===== src/rtl/req_queue4.sv =====
// Four-channel request staging buffer feeding a 4-input grant arbiter.
// Each channel is an independent small FIFO; the head entry is popped by its grant pulse.
module req_queue4 #(
    parameter int DW    = 8,
    parameter int DEPTH = 4,
    parameter int AW    = 2
) (
    input  logic          clk,
    input  logic          rst,

    input  logic          wr_en0,
    input  logic          wr_en1,
    input  logic          wr_en2,
    input  logic          wr_en3,
    input  logic [DW-1:0] wr_data0,
    input  logic [DW-1:0] wr_data1,
    input  logic [DW-1:0] wr_data2,
    input  logic [DW-1:0] wr_data3,
    output logic          full0,
    output logic          full1,
    output logic          full2,
    output logic          full3,

    output logic          req0,
    output logic          req1,
    output logic          req2,
    output logic          req3,
    output logic [DW-1:0] rd_data0,
    output logic [DW-1:0] rd_data1,
    output logic [DW-1:0] rd_data2,
    output logic [DW-1:0] rd_data3,
    input  logic          gnt0,
    input  logic          gnt1,
    input  logic          gnt2,
    input  logic          gnt3,

    output logic [AW:0]   level0,
    output logic [AW:0]   level1,
    output logic [AW:0]   level2,
    output logic [AW:0]   level3,
    output logic [3:0]    ovf
);

    localparam logic [AW:0] FULL_LVL = DEPTH[AW:0];

    logic [3:0]    wr_en_v;
    logic [3:0]    gnt_v;
    logic [3:0]    full_v;
    logic [3:0]    req_v;
    logic [3:0]    ovf_set;
    logic [DW-1:0] wr_data_v [4];
    logic [DW-1:0] rd_data_v [4];
    logic [AW:0]   level_v   [4];

    assign wr_en_v      = {wr_en3, wr_en2, wr_en1, wr_en0};
    assign gnt_v        = {gnt3, gnt2, gnt1, gnt0};
    assign wr_data_v[0] = wr_data0;
    assign wr_data_v[1] = wr_data1;
    assign wr_data_v[2] = wr_data2;
    assign wr_data_v[3] = wr_data3;

    assign {full3, full2, full1, full0} = full_v;
    assign {req3, req2, req1, req0}     = req_v;
    assign rd_data0 = rd_data_v[0];
    assign rd_data1 = rd_data_v[1];
    assign rd_data2 = rd_data_v[2];
    assign rd_data3 = rd_data_v[3];
    assign level0   = level_v[0];
    assign level1   = level_v[1];
    assign level2   = level_v[2];
    assign level3   = level_v[3];

    for (genvar c = 0; c < 4; c++) begin : g_ch
        logic [DW-1:0] mem [DEPTH];
        logic [AW-1:0] wptr;
        logic [AW-1:0] rptr;
        logic [AW:0]   level;
        logic          push;
        logic          pop;

        // Full/empty come from the occupancy count, so pointers may wrap freely.
        assign full_v[c]  = (level == FULL_LVL);
        assign req_v[c]   = (level != '0);
        assign push       = wr_en_v[c] && !full_v[c];
        assign pop        = gnt_v[c] && req_v[c];
        assign ovf_set[c] = wr_en_v[c] && full_v[c];
        assign level_v[c] = level;

        always_ff @(posedge clk or posedge rst) begin
            if (rst) begin
                wptr  <= '0;
                rptr  <= '0;
                level <= '0;
            end else begin
                if (push)
                    wptr <= wptr + 1'b1;
                if (pop)
                    rptr <= rptr + 1'b1;
                case ({push, pop})
                    2'b10:   level <= level + 1'b1;
                    2'b01:   level <= level - 1'b1;
                    default: level <= level;
                endcase
            end
        end

        always_ff @(posedge clk) begin
            if (push)
                mem[wptr] <= wr_data_v[c];
        end

        // Storage is never cleared, so mask the head while empty to present zero.
        assign rd_data_v[c] = req_v[c] ? mem[rptr] : '0;
    end

    always_ff @(posedge clk or posedge rst) begin
        if (rst)
            ovf <= '0;
        else
            ovf <= ovf | ovf_set;
    end

endmodule


===== config.mk =====
export PLATFORM = sky130hd
export DESIGN_NAME = req_queue4
export DESIGN_NICKNAME = d
export VERILOG_FILES = /design/src/rtl/req_queue4.sv
export SDC_FILE = /design/constraint.sdc
export NUM_CORES = 1
export LEC_CHECK = 0
export BUFFER_PORTS_ARGS = -buffer_cell sky130_fd_sc_hd__clkbuf_2
export CAP_MARGIN = 20
export CORE_MARGIN = 4
export CORE_UTILIZATION = 41
export CTS_CLUSTER_SIZE = 8
export DETAILED_ROUTE_END_ITERATION = 7
export GPL_ROUTABILITY_DRIVEN = 1
export SLEW_MARGIN = 20
export SYNTH_ARGS = -nofsm -noshare
export SYNTH_HDL_FRONTEND = slang
export SYNTH_SLANG_ARGS = --single-unit

===== constraint.sdc =====
create_clock -name clk -period 2.2 [get_ports clk]
set_input_delay 0.22 -clock clk [delete_from_list [all_inputs] [get_ports clk]]
set_output_delay 0.22 -clock clk [all_outputs]
set_load 0.02 [all_outputs]

==> impl_metrics.py <==
metrics = {
    "clock_tree": {
        "cts_root_buffer": "clkbuf_16",
        "numCtsBuffers": 17,
        "cts_max_level": 4,
        "cts.clk_slew.worst_paths_ps": 60,
        "clk_latency_ps": 420,
        "cts_tree": "done",
        "cts_max_path_buffers": 2,
        "cts_num_sinks": 160,
    },
    "yosys": {
        "synth_ff_type": "edfxtp_1",
        "synth_top_area_cell": "edfxtp_1",
        "synth_nets": 427,
        "synth_cell_types": 23,
        "synth-edff-count": 128,
        "yosysSeqAreaShare": 0.686,
        "synth_top_area_share": 0.568,
        "yosysWarnings": 0,
        "synth_seq_cells": 160,
        "syn_inst": 361,
        "yosysMostFrequentCell": "edfxtp_1",
        "syn_area_per_cell_sq_um": 18.7,
        "netlist_area_sq_um": 6770,
        "ys_async_sr_fraction": 0.200,
        "synthTopCellsByCount": "128 x edfxtp_1, 48 x and2_1, 32 x dfrtp_1, 32 x mux4_2, 25 x inv_1",
        "synth_area_leaders": "edfxtp_1 57%, dfrtp_1 12%, mux4_2 11%",
    },
    "worst_hold_path": {
        "hp-start": "wr_data2[2]",
        "hp-class": "in2reg",
    },
    "global_route": {
        "grt_max_degree": 33,
        "grt_overflow": 0,
        "first_global_vias": 3793,
        "antenna_found_initial": 0,
        "grtUsageTotal": 0.140,
        "grt_pass1_wl_mm": 19.6,
    },
    "setup_path": {
        "cp_slowest_cell": "mux4_2",
        "critPathCapture": "rd_data0[1]",
        "ff2ff_setup_slack_ps": 180,
        "end_kind": "primary output",
        "critPathMaxStageDelay_ps": 520,
        "crit_chain": "buf_6 > mux4_2 > and2_1 > clkbuf_2",
        "crit_buf_inv": 2,
        "cp-startpoint": "g_ch[0].rptr[0]",
        "crit_family": "multiplexers",
        "reg2regPathDepth": 9,
        "worstPathRequired_ps": 1980,
        "critical_path_class": "reg2out",
        "crit_cells": 4,
        "path_max_fanout": 8,
        "arrival_ps": 1850,
        "r2r_start": "level3[0]",
        "r2r_end": "level3[2]",
        "startpoint_type": "register",
    },
    "floorplan": {
        "io_pins": 98,
        "fp.dieW_microns": 136,
        "start_util": 0.421,
        "coreArea_sq_um": 16100,
        "die-area_sq_um": 18600,
        "rows": 46,
        "dieHeight_microns": 136,
    },
    "timing": {
        "hold_violations": 0,
        "slew_viol_final": 0,
        "tightest_slew_ps": 504,
        "period_needed_ps": 2070,
        "rsz0062_at_grt": "false",
        "fmax_mhz": 483,
        "fin_skew_ps": 6.38,
        "finalCritPeriodShare": 0.940,
        "maxSlewHeadroom": 0.664,
        "setup_tns_ps": 0,
        "setup_slack_ps": 132,
        "setup_viol": 0,
    },
    "finish": {
        "nets": 549,
        "drive_gt1_frac": 0.387,
        "area_growth_pct": 21.0,
        "n_antenna_cell": 0,
        "fillers": 1312,
    },
    "routing": {
        "via_per_inst": 4.72,
        "wl_per_cell_microns": 16.9,
        "drt_iter0_drc": 117,
        "first_pass_iters": 4,
        "drt-total-wl_mm": 12.0,
        "postRouteAntennaNets": 0,
        "vias": 3358,
        "remaining_drc_errors": 0,
    },
    "placed_design": {
        "gp_congestion": 0.699,
        "dp_slack_ps": 171,
        "hpwl_mm": 8.20,
        "numPortBuffers": 97,
    },
    "power": {
        "power.leakage_uw": 0.00317,
        "peakVddDrop_mv": 0.761,
        "power-per-cell-area_nw_per_um2": 1490,
    },
    "job": {
        "max-cap-violations": 0,
    },
    "outcome": {
        "status": "finished, final reports clean",
    },
}
stage by stage:
stage / hold WS [ps] / instance area (sq um) / total power (uW) / util / cells
6_report: 19.4 / 8190 / 12200 / 0.510 / 712
4_1_cts: 0.0586 / 8190 / 12400 / 0.510 / 712
5_1_grt: 3.28 / 8190 / 13000 / 0.510 / 712
3_5_place_dp: 328 / 7510 / 9400 / 0.468 / 672
3_3_place_gp: 329 / 7510 / 9290 / 0.468 / 672
2_1_floorplan: 319 / 6790 / 8020 / - / 361
cell usage in the layout (no fill, tap or decap):
master         synthesis  routed
nor2_1                 4       4
inv_1                 25      25
dfrtp_1               32      32
bufinv_16              0       3
clkbuf_2               4      97
and2_4                 4       4
nor3b_4                1       4
dlygate4sd3_1          0       8
mux2i_1                4       4
inv_6                  0       2
nor2b_2                3       3
nor2b_4                1       1
buf_6                  8       1
a21o_1                 4       4
fa_1                   4       4
nand3_2                4       4
clkbuf_16              0      17
edfxtp_1             128     128
mux2_4                 3       3
clkinv_4               0       1
clkbuf_1               0       3
or3_4                  4       4
buf_4                  0       9
clkinvlp_4             0       6
ha_1                  20      20
and2_1                48      48
xnor2_1               12      12
mux2_2                 1       1
mux4_2                32      32
xor2_1                12      12
cells by family (layout without fill, tap and decap cells):
kind of cell               count (synthesis)  in the layout  share of synthesized area
and+or+nand+nor                           72             72                     0.0786
AOI/OAI and AO/OA                          4              4                    0.00444
xor gates and xnor gates                  24             24                     0.0311
buffers and inverters                     37            172                     0.0301
DFF                                      160            160                      0.686
muxes                                     40             40                      0.121
adders and majority gates                 24             24                     0.0488
repair_timing:
item / 4_1_cts / 5_1_grt
hold endpoints to repair: 49 / 0
endpoints found under the setup margin: 0 / 4
setup buffers: 0 / 0
hold buffers: 8 / 0
gates resized for setup: 0 / 1
where the power goes:
group	internal [uW]	switching [uW]	total (uW)
clock	1790	1170	2960
combinational	2080	2510	4590
sequential	4120	527	4650
total	8000	4210	12200
flip-flops by register name, summed over array words and instances (netlist names):
register   flops
level0         3
g_ch.wptr      8
g_ch.rptr      8
level3         3
g_ch.mem     128
level1         3
level2         3
ovf            4
metal layers:
layer  vias to the layer above  part of all wire  global-route usage
li1                       1574                 -                   -
met1                      1706              0.43               0.164
met2                        62              0.53               0.245
met3                        16             0.032              0.0366
met4                         0             0.017              0.0543
met5                         -                 0                   0
final cells by class:
| cell class | count | area, sq um | area share |
|---|---|---|---|
| clock inverter | 12 | 161 | 0.0197 |
| multi-input combinational | 164 | 1940 | 0.237 |
| timing repair buffer | 115 | 644 | 0.0787 |
| tap | 216 | 270 | 0.0330 |
| clock buffer | 20 | 437 | 0.0533 |
| sequential | 160 | 4640 | 0.567 |
| inverter | 25 | 93.8 | 0.0115 |
worst min-delay path by stage:
| stage | endpoint | slack, ps | cells after the start |
|---|---|---|---|
| after floorplan | g_ch[0].mem[0][0] | 320 | 0 |
| after global placement | ovf[2] | 330 | 3 |
| after detailed placement | level2[0] | 330 | 3 |
| after CTS | g_ch[2].mem[2][2] | 0.06 | 1 |
| after global routing | g_ch[2].mem[2][2] | 3 | 1 |
| final | g_ch[2].mem[2][2] | 20 | 1 |
(Power assumes the default switching activity.)
